File: config.mk
export PLATFORM = sky130hd
export DESIGN_NAME = vending_machine_top
export DESIGN_NICKNAME = d
export VERILOG_FILES = /design/src/rtl/vending_machine_pkg.sv /design/src/rtl/vending_machine_if.sv /design/src/rtl/debounce.sv /design/src/rtl/inventory.sv /design/src/rtl/seg7_driver.sv /design/src/rtl/vend_ctrl.sv /design/src/rtl/vending_machine_top.sv
export SDC_FILE = /design/constraint.sdc
export NUM_CORES = 1
export LEC_CHECK = 0
export CORE_ASPECT_RATIO = 1.4
export CORE_MARGIN = 3
export CORE_UTILIZATION = 35
export CTS_BUF_LIST = sky130_fd_sc_hd__clkbuf_4 sky130_fd_sc_hd__clkbuf_8
export DETAILED_ROUTE_END_ITERATION = 12
export MAX_ROUTING_LAYER = met4
export PLACE_DENSITY = 0.56
export SYNTH_ARGS = -nofsm -noshare
export SYNTH_HDL_FRONTEND = slang
export SYNTH_SLANG_ARGS = --single-unit
File: constraint.sdc
create_clock -name clk -period 15.15 [get_ports clk]
set_input_delay 4.545 -clock clk [delete_from_list [all_inputs] [get_ports clk]]
set_output_delay 4.545 -clock clk [all_outputs]
set_load 0.03 [all_outputs]
File: src/rtl/vending_machine_pkg.sv
// Shared definitions for the vending machine: FSM state encoding, coin values,
// price table, stock sizing and the BCD / 7-segment helpers used by the display.
package vending_machine_pkg;

  // Purchase FSM state encoding (kept as plain constants for legacy tools).
  localparam logic [2:0] ST_IDLE   = 3'd0;
  localparam logic [2:0] ST_COIN   = 3'd1;
  localparam logic [2:0] ST_CHECK  = 3'd2;
  localparam logic [2:0] ST_VEND   = 3'd3;
  localparam logic [2:0] ST_CHANGE = 3'd4;
  localparam logic [2:0] ST_ERROR  = 3'd5;

  localparam logic [7:0] COIN1_VALUE = 8'd1;
  localparam logic [7:0] COIN2_VALUE = 8'd2;
  localparam logic [7:0] COIN5_VALUE = 8'd5;
  localparam logic [7:0] CREDIT_MAX  = 8'd99;

  localparam int NUM_ITEMS          = 4;
  localparam int STOCK_W            = 4;
  localparam int INIT_STOCK_DEFAULT = 5;

  typedef logic [STOCK_W-1:0] stock_t;

  typedef struct packed {
    logic [3:0] tens;
    logic [3:0] ones;
  } bcd2_t;

  function automatic logic [7:0] base_price(input logic [1:0] item);
    case (item)
      2'd0:    return 8'd3;
      2'd1:    return 8'd4;
      2'd2:    return 8'd6;
      default: return 8'd7;
    endcase
  endfunction

  // Scarcity pricing: the last unit (and a sold-out slot) costs one more.
  function automatic logic [7:0] item_price(input logic [1:0] item, input stock_t stock);
    return base_price(item) + ((stock <= stock_t'(1)) ? 8'd1 : 8'd0);
  endfunction

  // Values are bounded to 0..99 by the credit saturation, so two digits suffice.
  function automatic bcd2_t to_bcd2(input logic [7:0] value);
    bcd2_t r;
    r.tens = 4'(value / 8'd10);
    r.ones = 4'(value % 8'd10);
    return r;
  endfunction

  // Segment order is seg[6:0] = {g,f,e,d,c,b,a}; result is active-low.
  function automatic logic [6:0] seg_encode(input logic [3:0] digit);
    logic [6:0] on;
    case (digit)
      4'd0:    on = 7'h3F;
      4'd1:    on = 7'h06;
      4'd2:    on = 7'h5B;
      4'd3:    on = 7'h4F;
      4'd4:    on = 7'h66;
      4'd5:    on = 7'h6D;
      4'd6:    on = 7'h7D;
      4'd7:    on = 7'h07;
      4'd8:    on = 7'h7F;
      4'd9:    on = 7'h6F;
      default: on = 7'h00;
    endcase
    return ~on;
  endfunction

endpackage

File: src/rtl/vending_machine_if.sv
// Bus between the purchase controller and the inventory, plus the controller
// status it publishes.
//   master  : controller side (item selects, decrement, status out; stocks in)
//   slave   : inventory side (item selects, decrement in; stocks out)
//   monitor : read-only view of everything
interface vending_machine_if;
  import vending_machine_pkg::*;

  logic [1:0] sel_item;    // item shown to the user (sw_item)
  stock_t     sel_stock;   // stock of sel_item
  logic [1:0] vend_item;   // item latched for the purchase in flight
  stock_t     vend_stock;  // stock of vend_item
  logic       vend_dec;    // decrement vend_item this cycle
  logic [7:0] credit;
  logic [7:0] change_due;
  logic [2:0] state;
  logic       vend_pulse;
  logic       error_flag;

  modport master (
    output sel_item, vend_item, vend_dec, credit, change_due, state, vend_pulse, error_flag,
    input  sel_stock, vend_stock
  );

  modport slave (
    input  sel_item, vend_item, vend_dec,
    output sel_stock, vend_stock
  );

  modport monitor (
    input sel_item, sel_stock, vend_item, vend_stock, vend_dec,
          credit, change_due, state, vend_pulse, error_flag
  );
endinterface

File: src/rtl/debounce.sv
// Push-button conditioner: two-flop synchronizer, stability-count debouncer and
// rising-edge detector.
//   clk, rst  : clock, synchronous active-low reset
//   btn_raw   : asynchronous raw button level
//   btn_pulse : one-clock pulse per accepted press
// The debounced level follows the synchronized input once it has held a new
// value for CNTR_MAX+1 consecutive clocks (CNTR_MAX must be >= 1).
module debounce #(
  parameter int CNTR_MAX = 1_000_000
) (
  input  logic clk,
  input  logic rst,
  input  logic btn_raw,
  output logic btn_pulse
);
  localparam int CNT_W = $clog2(CNTR_MAX + 1);

  logic [1:0]       sync_q, sync_d;
  logic [CNT_W-1:0] cnt_q, cnt_d;
  logic             level_q, level_d;
  logic             level_prev_q, level_prev_d;

  always_comb begin
    sync_d       = {sync_q[0], btn_raw};
    cnt_d        = cnt_q;
    level_d      = level_q;
    level_prev_d = level_q;
    if (sync_q[1] == level_q) begin
      // Any return to the current level restarts the stability window.
      cnt_d = '0;
    end else if (cnt_q == CNT_W'(CNTR_MAX)) begin
      level_d = sync_q[1];
      cnt_d   = '0;
    end else begin
      cnt_d = cnt_q + 1'b1;
    end
  end

  always_ff @(posedge clk) begin
    if (!rst) begin
      sync_q       <= '0;
      cnt_q        <= '0;
      level_q      <= 1'b0;
      level_prev_q <= 1'b0;
    end else begin
      sync_q       <= sync_d;
      cnt_q        <= cnt_d;
      level_q      <= level_d;
      level_prev_q <= level_prev_d;
    end
  end

  assign btn_pulse = level_q & ~level_prev_q;
endmodule

File: src/rtl/inventory.sv
// Per-item stock counters.
//   clk, rst     : clock, synchronous active-low reset
//   restock      : level; reloads every item to INIT_STOCK while high
//   bus (slave)  : item selects / decrement in, selected stocks out
module inventory
  import vending_machine_pkg::*;
#(
  parameter int INIT_STOCK = INIT_STOCK_DEFAULT
) (
  input  logic clk,
  input  logic rst,
  input  logic restock,
  vending_machine_if.slave bus
);
  logic [NUM_ITEMS-1:0][STOCK_W-1:0] stock_all;

  generate
    for (genvar gi = 0; gi < NUM_ITEMS; gi++) begin : g_item
      stock_t stock_q, stock_d;

      always_comb begin
        stock_d = stock_q;
        // Restock overrides a same-cycle decrement; an empty slot stays empty.
        if (restock) begin
          stock_d = stock_t'(INIT_STOCK);
        end else if (bus.vend_dec && bus.vend_item == 2'(gi) && stock_q != '0) begin
          stock_d = stock_q - 1'b1;
        end
      end

      always_ff @(posedge clk) begin
        if (!rst) begin
          stock_q <= stock_t'(INIT_STOCK);
        end else begin
          stock_q <= stock_d;
        end
      end

      assign stock_all[gi] = stock_q;
    end
  endgenerate

  assign bus.sel_stock  = stock_all[bus.sel_item];
  assign bus.vend_stock = stock_all[bus.vend_item];
endmodule

File: src/rtl/seg7_driver.sv
// Four-digit multiplexed 7-segment driver.
//   clk, rst : clock, synchronous active-low reset
//   credit   : shown on digits 3..2 (BCD)
//   price    : shown on digits 1..0 (BCD)
//   seg      : segments {g..a}, active-low
//   an       : anodes, active-low, one digit lit per REFRESH_COUNT clocks
module seg7_driver
  import vending_machine_pkg::*;
#(
  parameter int REFRESH_COUNT = 100_000
) (
  input  logic       clk,
  input  logic       rst,
  input  logic [7:0] credit,
  input  logic [7:0] price,
  output logic [6:0] seg,
  output logic [3:0] an
);
  localparam int REF_W = $clog2(REFRESH_COUNT + 1);

  logic [REF_W-1:0] refresh_q, refresh_d;
  logic [1:0]       digit_q, digit_d;
  logic [6:0]       seg_q, seg_d;
  logic [3:0]       an_q, an_d;

  bcd2_t      credit_bcd;
  bcd2_t      price_bcd;
  logic [3:0] nibble;

  assign credit_bcd = to_bcd2(credit);
  assign price_bcd  = to_bcd2(price);

  always_comb begin
    case (digit_q)
      2'd0:    nibble = price_bcd.ones;
      2'd1:    nibble = price_bcd.tens;
      2'd2:    nibble = credit_bcd.ones;
      default: nibble = credit_bcd.tens;
    endcase
  end

  always_comb begin
    refresh_d = refresh_q + 1'b1;
    digit_d   = digit_q;
    if (refresh_q == REF_W'(REFRESH_COUNT - 1)) begin
      refresh_d = '0;
      digit_d   = digit_q + 1'b1;
    end
    // Anode and segments are registered together so they never disagree.
    an_d  = ~(4'b0001 << digit_q);
    seg_d = seg_encode(nibble);
  end

  always_ff @(posedge clk) begin
    if (!rst) begin
      refresh_q <= '0;
      digit_q   <= '0;
      seg_q     <= 7'h7F;
      an_q      <= 4'b1111;
    end else begin
      refresh_q <= refresh_d;
      digit_q   <= digit_d;
      seg_q     <= seg_d;
      an_q      <= an_d;
    end
  end

  assign seg = seg_q;
  assign an  = an_q;
endmodule

File: src/rtl/vend_ctrl.sv
// Purchase controller: credit accumulation and the IDLE/COIN/CHECK/VEND/
// CHANGE/ERROR sequence.
//   clk, rst         : clock, synchronous active-low reset
//   coin*_pulse      : one-clock coin pulses ($1/$2/$5)
//   purchase_pulse   : one-clock purchase pulse
//   sw_item          : selected item
//   bus (master)     : inventory access and published status
//   price_disp       : current price of the selected item
module vend_ctrl
  import vending_machine_pkg::*;
(
  input  logic        clk,
  input  logic        rst,
  input  logic        coin1_pulse,
  input  logic        coin2_pulse,
  input  logic        coin5_pulse,
  input  logic        purchase_pulse,
  input  logic [1:0]  sw_item,
  vending_machine_if.master bus,
  output logic [7:0]  price_disp
);
  logic [2:0] state_q, state_d;
  logic [7:0] credit_q, credit_d;
  logic [7:0] change_q, change_d;
  logic [1:0] item_q, item_d;
  logic [7:0] price_q, price_d;

  logic       coin_any;
  logic [7:0] coin_value;
  logic [7:0] coin_sum;

  assign price_disp = item_price(sw_item, bus.sel_stock);

  // Simultaneous coins are resolved by value; only one is credited.
  always_comb begin
    coin_any   = coin1_pulse | coin2_pulse | coin5_pulse;
    coin_value = COIN1_VALUE;
    if (coin5_pulse) begin
      coin_value = COIN5_VALUE;
    end else if (coin2_pulse) begin
      coin_value = COIN2_VALUE;
    end
    // credit <= 99 so the sum cannot wrap 8 bits.
    coin_sum = credit_q + coin_value;
  end

  always_comb begin
    state_d  = state_q;
    credit_d = credit_q;
    change_d = change_q;
    item_d   = item_q;
    price_d  = price_q;
    case (state_q)
      ST_IDLE: begin
        // A coin wins over a purchase in the same cycle; the purchase is lost.
        if (coin_any) begin
          state_d  = ST_COIN;
          credit_d = (coin_sum > CREDIT_MAX) ? CREDIT_MAX : coin_sum;
        end else if (purchase_pulse) begin
          state_d = ST_CHECK;
          item_d  = sw_item;
          price_d = price_disp;
        end
      end
      ST_COIN:  state_d = ST_IDLE;
      ST_CHECK: begin
        if (bus.vend_stock == '0 || credit_q < price_q) begin
          state_d = ST_ERROR;
        end else begin
          state_d = ST_VEND;
        end
      end
      ST_VEND:  state_d = ST_CHANGE;
      ST_CHANGE: begin
        change_d = credit_q - price_q;
        credit_d = credit_q - price_q;
        state_d  = ST_IDLE;
      end
      ST_ERROR: state_d = ST_IDLE;
      default:  state_d = ST_IDLE;
    endcase
  end

  always_ff @(posedge clk) begin
    if (!rst) begin
      state_q  <= ST_IDLE;
      credit_q <= '0;
      change_q <= '0;
      item_q   <= '0;
      price_q  <= '0;
    end else begin
      state_q  <= state_d;
      credit_q <= credit_d;
      change_q <= change_d;
      item_q   <= item_d;
      price_q  <= price_d;
    end
  end

  assign bus.sel_item   = sw_item;
  assign bus.vend_item  = item_q;
  assign bus.vend_dec   = (state_q == ST_VEND);
  assign bus.credit     = credit_q;
  assign bus.change_due = change_q;
  assign bus.state      = state_q;
  assign bus.vend_pulse = (state_q == ST_VEND);
  assign bus.error_flag = (state_q == ST_ERROR);
endmodule

File: src/rtl/vending_machine_top.sv
// Vending machine top: button conditioning, purchase controller, inventory,
// display and buzzer tone generator.
//   clk, rst       : clock, synchronous active-low reset
//   btn_*          : raw push-buttons (coin1/coin2/coin5/purchase)
//   sw_item        : item select; restock: level reload of all stocks
//   seg/an         : multiplexed 7-segment display (active-low)
//   stock_level    : stock of the selected item
//   leds           : {sold_out, credit>=price, error, vend/tone, item one-hot}
//   audio_out/sd   : buzzer square wave and amplifier enable
module vending_machine_top
  import vending_machine_pkg::*;
#(
  parameter int DEBOUNCE_MAX  = 1_000_000,
  parameter int REFRESH_COUNT = 100_000,
  parameter int INIT_STOCK    = 5,
  parameter int TONE_DIV      = 50_000,
  parameter int TONE_LEN      = 10_000_000
) (
  input  logic       clk,
  input  logic       rst,
  input  logic       btn_coin1,
  input  logic       btn_coin2,
  input  logic       btn_coin5,
  input  logic       btn_purchase,
  input  logic [1:0] sw_item,
  input  logic       restock,
  output logic [6:0] seg,
  output logic [3:0] an,
  output logic [3:0] stock_level,
  output logic [7:0] leds,
  output logic       audio_out,
  output logic       audio_sd
);
  localparam int TONE_W = $clog2(TONE_LEN + 1);
  localparam int DIV_W  = $clog2(TONE_DIV + 1);

  vending_machine_if vm_bus ();

  logic       coin1_pulse, coin2_pulse, coin5_pulse, purchase_pulse;
  logic [7:0] price_disp;

  debounce #(.CNTR_MAX(DEBOUNCE_MAX)) db0 (.clk(clk), .rst(rst), .btn_raw(btn_coin1),    .btn_pulse(coin1_pulse));
  debounce #(.CNTR_MAX(DEBOUNCE_MAX)) db1 (.clk(clk), .rst(rst), .btn_raw(btn_coin2),    .btn_pulse(coin2_pulse));
  debounce #(.CNTR_MAX(DEBOUNCE_MAX)) db2 (.clk(clk), .rst(rst), .btn_raw(btn_coin5),    .btn_pulse(coin5_pulse));
  debounce #(.CNTR_MAX(DEBOUNCE_MAX)) db3 (.clk(clk), .rst(rst), .btn_raw(btn_purchase), .btn_pulse(purchase_pulse));

  vend_ctrl ctrl (
    .clk           (clk),
    .rst           (rst),
    .coin1_pulse   (coin1_pulse),
    .coin2_pulse   (coin2_pulse),
    .coin5_pulse   (coin5_pulse),
    .purchase_pulse(purchase_pulse),
    .sw_item       (sw_item),
    .bus           (vm_bus.master),
    .price_disp    (price_disp)
  );

  inventory #(.INIT_STOCK(INIT_STOCK)) inv (
    .clk    (clk),
    .rst    (rst),
    .restock(restock),
    .bus    (vm_bus.slave)
  );

  seg7_driver #(.REFRESH_COUNT(REFRESH_COUNT)) seg7 (
    .clk   (clk),
    .rst   (rst),
    .credit(vm_bus.credit),
    .price (price_disp),
    .seg   (seg),
    .an    (an)
  );

  // Tone generator: a vend (re)starts a TONE_LEN burst; the square wave flips
  // every TONE_DIV clocks and parks low when the burst ends.
  logic [TONE_W-1:0] tone_q, tone_d;
  logic [DIV_W-1:0]  div_q, div_d;
  logic              audio_q, audio_d;

  always_comb begin
    tone_d  = tone_q;
    div_d   = div_q;
    audio_d = audio_q;
    if (vm_bus.vend_pulse) begin
      tone_d  = TONE_W'(TONE_LEN);
      div_d   = '0;
      audio_d = 1'b0;
    end else if (tone_q != '0) begin
      tone_d = tone_q - 1'b1;
      if (div_q == DIV_W'(TONE_DIV - 1)) begin
        div_d   = '0;
        audio_d = ~audio_q;
      end else begin
        div_d = div_q + 1'b1;
      end
    end else begin
      div_d   = '0;
      audio_d = 1'b0;
    end
  end

  always_ff @(posedge clk) begin
    if (!rst) begin
      tone_q  <= '0;
      div_q   <= '0;
      audio_q <= 1'b0;
    end else begin
      tone_q  <= tone_d;
      div_q   <= div_d;
      audio_q <= audio_d;
    end
  end

  logic tone_active;
  assign tone_active = (tone_q != '0);

  assign audio_out   = audio_q;
  assign audio_sd    = tone_active;
  assign stock_level = vm_bus.sel_stock;

  assign leds[3:0] = 4'b0001 << sw_item;
  assign leds[4]   = tone_active;
  assign leds[5]   = vm_bus.error_flag;
  assign leds[6]   = (vm_bus.credit >= price_disp);
  assign leds[7]   = (vm_bus.sel_stock == '0);

  // State and change are published for observation only.
  logic unused_ok;
  assign unused_ok = ^{vm_bus.state, vm_bus.change_due};
endmodule

==> impl_summary.txt, run 1 <==
----------------------------------------------------
[Synthesis]
  Synthesized area ... 10770 µm²
  Count of yosys warnings during synthesis ... 0
  Netlist cell types ... 85
  Number of nets in the synthesized netlist ... 1352
  Mean instance size in the synthesized netlist ... 8.311 µm²
  Leading cell types by count after synthesis ... nor2_1, dfxtp_1, nand2_1
  Leading area contributor after synthesis ... dfxtp_1
  Yosys reg bits ... 200
  Number of enable-type register cells in the synthesized netlist ... 0
  Commonest register cell after synthesis ... dfxtp_1
  Most frequently used cell type in the post-synthesis netlist ... nor2_1
  Proportion of synthesized flip-flops having asynchronous set or reset ... 0%
  Register area share after synthesis ... 37.17%
  Share of Yosys cell area claimed by the top area cell type ... 37.17%
  Dominant cells by area after synthesis ... dfxtp_1, nor2_1, xnor2_1
  Post-Syn Instances ... 1296

[Floorplanning]
  Core area ... 30120 µm²
  Initial standard-cell utilization of the core ... 35.76%
  Chip width ... 154.3 µm
  Die Footprint ... 32950 µm²
  Number of cell rows ... 75
  Die H ... 213.6 µm
  Top-level port count ... 34

[Hold path]
  Worst hold path depth ... 1
  Start point of the worst min-delay path ... db1.sync_q[0]
  Worst min path class ... flop to flop
  Hold Crit Endpoint ... db1.sync_q[1]

[CTS]
  Clock-pin slew on the worst setup and hold paths ... 0.09 ns
  Clock network latency to the later pin of the worst-skew pair ... 0.49 ns
  Post-CTS Repair Setup Buffers ... 0
  Number of buffers on the longest clock path ... 2
  Number of buffers inserted by hold repair at cts ... 0
  CTS tree ... done
  Clock buffers created by TritonCTS ... 17
  TritonCTS Sinks ... 200
  Post-cts repair resize count ... 0
  Maximum level of the CTS H-tree ... 4
  Root buffer selected by CTS ... clkbuf_8

[Worst setup path]
  Register-to-register setup slack ... 10.26 ns
  Max FO, Critical Path ... 8
  Start-to-end type of the worst setup path ... input port to output pin
  Reg2reg end ... seg7.seg[3]
  Startpoint Class ... input port
  CP endpoint kind ... output pin
  Required time of the critical path ... 10.61 ns
  Arrival time of the worst setup path ... 8.58 ns
  Cell depth of the worst flop-to-flop path ... 17
  Reg2Reg Launch Point ... seg7.digit_q[0]

[Pwr]
  Static leakage power ... 4.064 nW
  IR drop worst, VDD ... 0.06785 mV
  Power per Cell Area ... 98.96 nW/µm²

[Route]
  Vias/cell ... 5.152
  Remaining DRCs ... 0
  Violation count after the first detailed-route iteration ... 460
  Count of vias placed by the detailed router ... 8768
  Number of iterations in the first detailed-routing pass ... 6
  Post-route ant nets ... 0
  Detailed Route WL ... 23520 µm
  Drt wl/cell ... 13.82 µm

[Timing]
  Setup repair after global routing missed its margin ... false
  Clock Skews ... 0.02283 ns
  Worst slew margin ... 32.60%
  Crit share post-route ... 86.66%
  Post-route worst hold slack ... 0.4444 ns
  Total negative setup slack ... 0 ns
  Final number of hold-violating endpoints ... 0
  Final period demand of the worst path ... 13.13 ns
  Setup violators final ... 0
  Final number of max-transition violations ... 0
  Worst slew pin tran ... 0.9983 ns
  Achievable Freq ... 76.17 MHz

[Global routing]
  Total track usage ... 15.01%
  Number of antenna violations at the first check in global routing ... 0
  Maximum number of pins on one net before global-route repair ... 29
  Via count of the first global-routing pass ... 8540
  Global-route wire length before repair ... 40490 µm
  Total grt overflow ... 0

[Finish]
  Fraction of final layout cells sized beyond drive strength 1 ... 5.239%
  P&R area growth vs syn ... 9.734%
  Fill cells ... 3090
  Post-layout nets ... 1362
  Diodes inserted ... 0

[Placed design]
  Count of buffers inserted at the top-level ports ... 33
  Routability cong. ... 0.8177
  Dpl hpwl ... 16600 µm

[Job]
  Max_cap viols ... 0

[Outcome]
  Run status ... complete, no violations

----------------------------------------------------
metrics by stage:
| step | power (W) | util, % | instance area, µm² | setup WS, ns | instances |
|---|---|---|---|---|---|
| 2_1_floorplan | 0.0007616 | - | 10770 | 3.375 | 1296 |
| 3_3_place_gp | 0.0008072 | 37.85 | 11400 | 2.074 | 1672 |
| 3_5_place_dp | 0.0008105 | 37.85 | 11400 | 2.018 | 1672 |
| 4_1_cts | 0.001190 | 39.24 | 11820 | 2.019 | 1702 |
| 5_1_grt | 0.001236 | 39.24 | 11820 | 1.931 | 1702 |
| 6_report | 0.001170 | 39.24 | 11820 | 2.021 | 1702 |
sequential cells by signal, indices dropped and copies added (netlist names), 2 cells and up:
register            flops
ctrl.bus.credit         8
ctrl.bus.state          3
ctrl.bus.vend_item      2
ctrl.price_q            4
db0.cnt_q              20
db0.sync_q              2
db1.cnt_q              20
db1.sync_q              2
db2.cnt_q              20
db2.sync_q              2
db3.cnt_q              20
db3.sync_q              2
div_q                  16
inv.g_item.stock_q     16
seg7.an                 4
seg7.digit_q            2
seg7.refresh_q         17
seg7.seg                7
tone_q                 24
routing by layer:
metal | share of wire [%] | track usage [%]
met1 | 47 | 18.35
met2 | 49 | 25.44
met3 | 3.0 | 2.867
met4 | 1.2 | 4.174
met5 | 0 | -
cell type report:
cell class | instances | area, µm² | area share, %
multi-input cells | 986 | 6301 | 53.31
flip-flops and latches | 200 | 4004 | 33.87
well taps | 385 | 481.7 | 4.075
repair buffers | 41 | 390.4 | 3.303
clock buffers | 21 | 276.5 | 2.339
inverters | 60 | 225.2 | 1.905
clock inverters | 9 | 141.4 | 1.196
worst max path at each step:
stage / startpoint / to / cells after the start
4_1_cts: sw_item[0] / leds[6] / 11
5_1_grt: sw_item[0] / leds[6] / 11
2_1_floorplan: sw_item[1] / leds[6] / 9
6_report: sw_item[0] / leds[6] / 11
3_5_place_dp: sw_item[0] / leds[6] / 11
3_3_place_gp: sw_item[0] / leds[6] / 11
worst max-delay path, stage by stage:
cell and delay (ns):
clkdlybuf4s50_1 0.70, mux4_2 0.58, nor3_1 0.33, fa_1 0.54, ha_1 0.31, nand2b_1 0.09, a21oi_1 0.08, nor2_1 0.10
nor2_1 0.05, o21ai_0 0.46, clkdlybuf4s50_1 0.80
cells in the final DEF, fill, tap and decap left out, drive strengths merged, types with 8 or more instances in the layout:
cell and count:
a21o 9, xnor2 70, dfxtp 200, nand4 20
nand2b 16, mux2i 10, inv 61, and3 27
ha 44, clkdlybuf4s50 33, a211oi 12, buf 8
xor2 65, or3 20, nand2 92, nand3 63
o21ai 50, nor2b 15, and2 19, o221ai 10
clkbuf 21, nor3 33, nor4b 16, nor4 18
nor2 219, a21oi 59
cells by family (layout without fill, tap and decap cells):
kind of cell	after synthesis	in the layout	share of synthesized area, %
xor gates and xnor gates	135	135	10.98
AOI/OAI and AO/OA	199	199	12.73
and+or+nand+nor	586	586	26.69
adders and majority gates	47	47	5.669
muxes	19	19	2.428
DFF	200	200	37.17
buffers and inverters	110	131	4.333
power by group:
| group | internal (W) | leakage (nW) | switching, W |
|---|---|---|---|
| Sequential | 0.000558 | 1.62 | 0.0000281 |
| Combinational | 0.0000910 | 2.24 | 0.000119 |
| Clock | 0.000177 | 0.209 | 0.000197 |
No activity file was read; power rests on OpenSTA's default activity.
==> run 2: changes to the inputs <==
- CORE_UTILIZATION: 35 -> 40
- PLACE_DENSITY: 0.56 -> 0.62
- SKIP_CTS_REPAIR_TIMING: not set -> 1
==> impl_summary.txt, run 2 (synthesized netlist as in run 1, its figures left out) <==
----------------------------------------------------
[Global routing]
  Global-route wire length before repair ... 38980 µm (-3.7%)
  Total track usage ... 16.39% (+1.4 points)
  Maximum number of pins on one net before global-route repair ... 35 (+21%)
  Number of antenna violations at the first check in global routing ... 0 (unchanged)
  Via count of the first global-routing pass ... 8383 (-1.8%)
  Total grt overflow ... 0 (unchanged)

[Timing]
  Total negative setup slack ... 0 ns (unchanged)
  Crit share post-route ... 86.27% (-0.39 points)
  Achievable Freq ... 76.51 MHz (+0.45%)
  Final number of max-transition violations ... 0 (unchanged)
  Final period demand of the worst path ... 13.07 ns (-0.05906 ns)
  Clock Skews ... 0.02303 ns (+0.0001982 ns)
  Final number of hold-violating endpoints ... 0 (unchanged)
  Setup repair after global routing missed its margin ... false
  Setup violators final ... 0 (unchanged)
  Worst slew margin ... 34.58% (+2.0 points)
  Worst slew pin tran ... 0.9691 ns (-0.02921 ns)

[Worst setup path]
  Required time of the critical path ... 10.61 ns (about the same)
  Startpoint Class ... input port
  Arrival time of the worst setup path ... 8.52 ns (-0.06 ns)
  CP endpoint kind ... output pin
  Cell type group with the largest total delay on the critical path ... buffers and inverters
  Worst path buffer plus inverter count ... 2 (unchanged)
  Worst path cell trace ... clkdlybuf4s50_1 -> mux4_2 -> nor3_1 -> fa_1 -> ha_1 -> nand2b_1 -> a21oi_1 -> nor2_1 -> nor2_1 -> o21ai_0 -> clkdlybuf4s50_1
  Worst stage delay on the critical path ... 0.79 ns (about the same)
  Critical-path cell with the highest stage delay ... clkdlybuf4s50_1
  Max FO, Critical Path ... 8 (unchanged)
  Start-to-end type of the worst setup path ... input port to output pin

[Finish]
  Register with the most flip-flops ... tone_q
  Most frequent cells in the layout ... nor2_1, dfxtp_1, nand2_1
  Most common cell after layout, fill and taps aside ... nor2_1
  Diodes inserted ... 0 (unchanged)
  P&R area growth vs syn ... 9.688% (about the same)
  Number of flip-flops in the largest register ... 24 (unchanged)
  Fraction of final layout cells sized beyond drive strength 1 ... 5.383% (+0.14 points)
  Final standard cell utilization of the core ... 44.82% (+5.6 points)
  Post-layout nets ... 1362 (unchanged)
  Final non-filler cell total ... 1679 (-1.4%)

[Route]
  Detailed Route WL ... 22680 µm (-3.6%)
  Number of iterations in the first detailed-routing pass ... 5 (-1)
  Drt wl/cell ... 13.51 µm (-2.2%)
  Count of vias placed by the detailed router ... 8770 (+0.023%)
  Vias/cell ... 5.223 (+1.4%)
  Remaining DRCs ... 0 (unchanged)
  Violation count after the first detailed-route iteration ... 345 (-25%)
  Post-route ant nets ... 0 (unchanged)

[Pwr]
  Internal power ... 0.0008109 W (-1.8%)
  IR drop worst, VDD ... 0.07567 mV (+12%)
  Clock network fraction of design power ... 32.0% (about the same)
  Power dissipated by switching net loads ... 0.0003593 W (+4.4%)
  Share of power burned in combinational logic ... 17.9% (about the same)
  Static leakage power ... 4.076 nW (+0.29%)
  Power per Cell Area ... 99.05 nW/µm² (about the same)
  Share of total power in sequential cells ... 50.1% (about the same)
  Net Sw Frac ... 30.71% (+1.3 points)

[Outcome]
  Run status ... complete, no violations

[CTS]
  TritonCTS Sinks ... 200 (unchanged)
  Root buffer selected by CTS ... clkbuf_8
  Number of buffers on the longest clock path ... 2 (unchanged)
  Clock-pin slew on the worst setup and hold paths ... 0.10 ns (about the same)
  CTS tree ... done
  Maximum level of the CTS H-tree ... 4 (unchanged)
  Clock buffers created by TritonCTS ... 17 (unchanged)
  Clock network latency to the later pin of the worst-skew pair ... 0.49 ns (about the same)

[Floorplanning]
  Die Footprint ... 28960 µm² (-12%)
  Number of cell rows ... 70 (-6.7%)
  Chip width ... 144.7 µm (-6.2%)
  Core area ... 26360 µm² (-12%)
  Initial standard-cell utilization of the core ... 40.86% (+5.1 points)
  Die H ... 200.2 µm (-6.3%)
  Top-level port count ... 34 (unchanged)

[Job]
  Max_cap viols ... 0 (unchanged)

[Placed design]
  Total instance count after detailed placement ... 1647 (-1.5%)
  Count of buffers inserted at the top-level ports ... 33 (unchanged)
  Dpl hpwl ... 16110 µm (-3.0%)
  Routability cong. ... 0.8927 (+9.2%)

[Hold path]
  Worst min path class ... flop to flop

----------------------------------------------------
run 2: layer usage:
metal  part of all wire [%]  track usage, %
met5                      0               -
met4                    2.0           5.067
met3                    3.5           3.391
met2                     49           26.71
met1                     46           20.28
run 2: area by class of cell:
cell class	instances	area (µm²)
well taps	360	450.4
clock buffers	18	247.7
inverters	60	225.2
fillers	2648	14550
multi-input cells	986	6301
repair buffers	41	390.4
flip-flops and latches	200	4004
clock inverters	14	196.4
run 2: power by group through the flow:
stage               logic [W]  clock network [W]  registers, W
floorplan            0.000166                  0      0.000595
global placement     0.000208                  0      0.000597
detailed placement   0.000211                  0      0.000598
CTS                  0.000213           0.000391      0.000587
global route         0.000241           0.000412      0.000592
finish               0.000210           0.000374      0.000586
run 2: worst register-to-register path: cells and delay by family (launching register included):
family	cells	cell delay [ns]
AOI/OAI and AO/OA	7	1.51
xor gates and xnor gates	1	0.17
adders and majority gates	3	1.31
buffers and inverters	2	0.62
DFF	1	0.36
muxes	1	0.26
and+or+nand+nor	3	0.49
run 2: stage by stage:
step	hold slack, ns	total power, W	instance area [µm²]	setup WS, ns
global placement	0.4139	0.0008054	11370	2.118
floorplan	0.4119	0.0007616	10770	3.375
global route	0.4770	0.001245	11820	1.940
detailed placement	0.4187	0.0008097	11370	2.070
CTS	0.4444	0.001191	11820	2.067
finish	0.4418	0.001170	11820	2.080
run 2: final timing paths:
check | from | end | slack (ns) | cells after the start
setup reg to reg | seg7.digit_q[0] | seg7.seg[3] | 10.35 | 17
hold reg to reg | db3.sync_q[0] | db3.sync_q[1] | 0.44 | 1
setup / recovery | sw_item[0] | leds[6] | 2.08 | 11
hold / removal | db3.sync_q[0] | db3.sync_q[1] | 0.44 | 1
==> run 3: changes to the inputs <==
- CAP_MARGIN: not set -> 20
- PLACE_DENSITY: 0.62 -> not set
==> impl_summary.txt, run 3 (synthesized netlist as in run 1, its figures left out) <==
----------------------------------------------------
[Pwr]
  Power per Cell Area ... 97.07 nW/µm² (-2.0%)
  Static leakage power ... 4.051 nW (-0.60%)
  Internal power ... 0.0007755 W (-4.4%)
  Share of total power in sequential cells ... 51.3% (+1.2 points)
  Net Sw Frac ... 32.11% (+1.4 points)
  Clock network fraction of design power ... 30.4% (-1.6 points)
  Share of power burned in combinational logic ... 18.2% (+0.3 points)
  Power dissipated by switching net loads ... 0.0003669 W (+2.1%)
  IR drop worst, VDD ... 0.06130 mV (-19%)

[Worst setup path]
  Worst path buffer plus inverter count ... 2 (unchanged)
  Startpoint Class ... input port
  Worst stage delay on the critical path ... 0.77 ns (-0.02 ns)
  Start-to-end type of the worst setup path ... input port to output pin
  Required time of the critical path ... 10.61 ns (about the same)
  Worst path cell trace ... clkdlybuf4s50_1 -> mux4_2 -> nor3_1 -> fa_1 -> ha_1 -> nand2b_1 -> a21oi_1 -> nor2_1 -> nor2_1 -> o21ai_0 -> clkdlybuf4s50_1
  Max FO, Critical Path ... 8 (unchanged)
  Arrival time of the worst setup path ... 8.55 ns (+0.03 ns)
  Cell type group with the largest total delay on the critical path ... buffers and inverters
  CP endpoint kind ... output pin
  Critical-path cell with the highest stage delay ... clkdlybuf4s50_1

[Global routing]
  Global-route wire length before repair ... 39270 µm (+0.76%)
  Number of antenna violations at the first check in global routing ... 0 (unchanged)
  Via count of the first global-routing pass ... 8424 (+0.49%)
  Maximum number of pins on one net before global-route repair ... 30 (-14%)
  Total track usage ... 16.53% (+0.14 points)
  Total grt overflow ... 0 (unchanged)

[Timing]
  Total negative setup slack ... 0 ns (unchanged)
  Setup repair after global routing missed its margin ... false
  Worst slew margin ... 34.71% (+0.14 points)
  Final period demand of the worst path ... 13.09 ns (+0.02435 ns)
  Final number of hold-violating endpoints ... 0 (unchanged)
  Clock Skews ... 0.02268 ns (-0.0003518 ns)
  Crit share post-route ... 86.43% (+0.16 points)
  Achievable Freq ... 76.37 MHz (-0.19%)
  Worst slew pin tran ... 0.9670 ns (-0.002024 ns)
  Post-route worst hold slack ... 0.4420 ns (+0.0001620 ns)
  Final number of max-transition violations ... 0 (unchanged)
  Setup violators final ... 0 (unchanged)

[Floorplanning]
  Initial standard-cell utilization of the core ... 40.86% (unchanged)
  Die Footprint ... 28960 µm² (unchanged)
  Chip width ... 144.7 µm (unchanged)
  Number of cell rows ... 70 (unchanged)
  Top-level port count ... 34 (unchanged)
  Core area ... 26360 µm² (unchanged)
  Die H ... 200.2 µm (unchanged)

[CTS]
  CTS tree ... done
  TritonCTS Sinks ... 200 (unchanged)
  Clock-pin slew on the worst setup and hold paths ... 0.12 ns (+0.02 ns)
  Maximum level of the CTS H-tree ... 4 (unchanged)
  Clock network latency to the later pin of the worst-skew pair ... 0.48 ns (about the same)
  Clock buffers created by TritonCTS ... 17 (unchanged)
  Root buffer selected by CTS ... clkbuf_8
  Number of buffers on the longest clock path ... 2 (unchanged)

[Placed design]
  Dpl hpwl ... 16380 µm (+1.7%)
  Routability cong. ... 0.9052 (+1.4%)
  Count of buffers inserted at the top-level ports ... 33 (unchanged)

[Finish]
  Most frequent cells in the layout ... nor2_1, dfxtp_1, nand2_1
  Diodes inserted ... 0 (unchanged)
  P&R area growth vs syn ... 9.258%
  Fraction of final layout cells sized beyond drive strength 1 ... 5.311% (-0.072 points)
  Register with the most flip-flops ... tone_q
  Most common cell after layout, fill and taps aside ... nor2_1
  Post-layout nets ... 1361 (-0.073%)
  Number of flip-flops in the largest register ... 24 (unchanged)

[Outcome]
  Run status ... complete, no violations

[Route]
  Drt wl/cell ... 13.70 µm (+1.4%)
  Detailed Route WL ... 22980 µm (+1.3%)
  Violation count after the first detailed-route iteration ... 380 (+10%)
  Number of iterations in the first detailed-routing pass ... 8 (+3)
  Vias/cell ... 5.245 (+0.41%)
  Count of vias placed by the detailed router ... 8801 (+0.35%)
  Remaining DRCs ... 0 (unchanged)
  Post-route ant nets ... 0 (unchanged)

[Hold path]
  Worst min path class ... flop to flop

[Job]
  Max_cap viols ... 0 (unchanged)

----------------------------------------------------
## run 3: final timing paths
path	start	to	slack, ns	depth (start not counted)
min	db2.sync_q[0]	db2.sync_q[1]	0.44	1
min reg2reg	db2.sync_q[0]	db2.sync_q[1]	0.44	1
max	sw_item[0]	leds[6]	2.06	11
max reg2reg	seg7.digit_q[0]	seg7.seg[3]	10.27	17
## run 3: metal layers
layer,track usage [%],part of all wire (%),wire length (µm),vias to the layer above
li1,-,-,-,4496
met4,4.600,1.3,300,0
met1,20.38,46,10590,4148
met5,-,0,0,-
met3,3.391,3.3,752,21
met2,27.29,49,11340,136
## run 3: final cells by class
class                   instances  area (µm²)
fillers                      2667       14590
clock buffers                  17       234.0
inverters                      60       225.2
well taps                     360       450.4
multi-input cells             986        6301
flip-flops and latches        200        4004
repair buffers                 40       382.9
clock inverters                15       171.4
## run 3: power by group through the flow
| stage | registers, W | clock network, W | logic, W |
|---|---|---|---|
| 2_1_floorplan | 0.000595 | 0 | 0.000166 |
| 3_3_place_gp | 0.000597 | 0 | 0.000208 |
| 3_5_place_dp | 0.000598 | 0 | 0.000211 |
| 4_1_cts | 0.000586 | 0.000363 | 0.000212 |
| 5_1_grt | 0.000591 | 0.000384 | 0.000240 |
| 6_report | 0.000586 | 0.000348 | 0.000208 |
## run 3: metrics by stage
step	setup WS [ns]	cell area (µm²)	instances	total power, W	utilization [%]
6_report	2.056	11770	1678	0.001142	44.64
4_1_cts	2.018	11770	1678	0.001160	44.64
3_5_place_dp	2.024	11360	1646	0.0008083	43.10
3_3_place_gp	2.073	11360	1646	0.0008054	43.10
2_1_floorplan	3.375	10770	1296	0.0007616	-
5_1_grt	1.898	11770	1678	0.001215	44.64
## run 3: worst register-to-register path, cell delays in order, from the launching register on
cell and delay, ns:
dfxtp_1 0.36, inv_1 0.09, ha_1 0.63, clkinv_1 0.52, nor2_1 0.21, ha_1 0.37
xnor2_1 0.17, a211oi_1 0.53, o21ai_0 0.18, a21oi_1 0.24, or2_1 0.22, o21ai_0 0.11
nand2_1 0.07, o21ai_0 0.12, o21a_1 0.23, ha_1 0.29, mux2_2 0.26, a21o_1 0.17
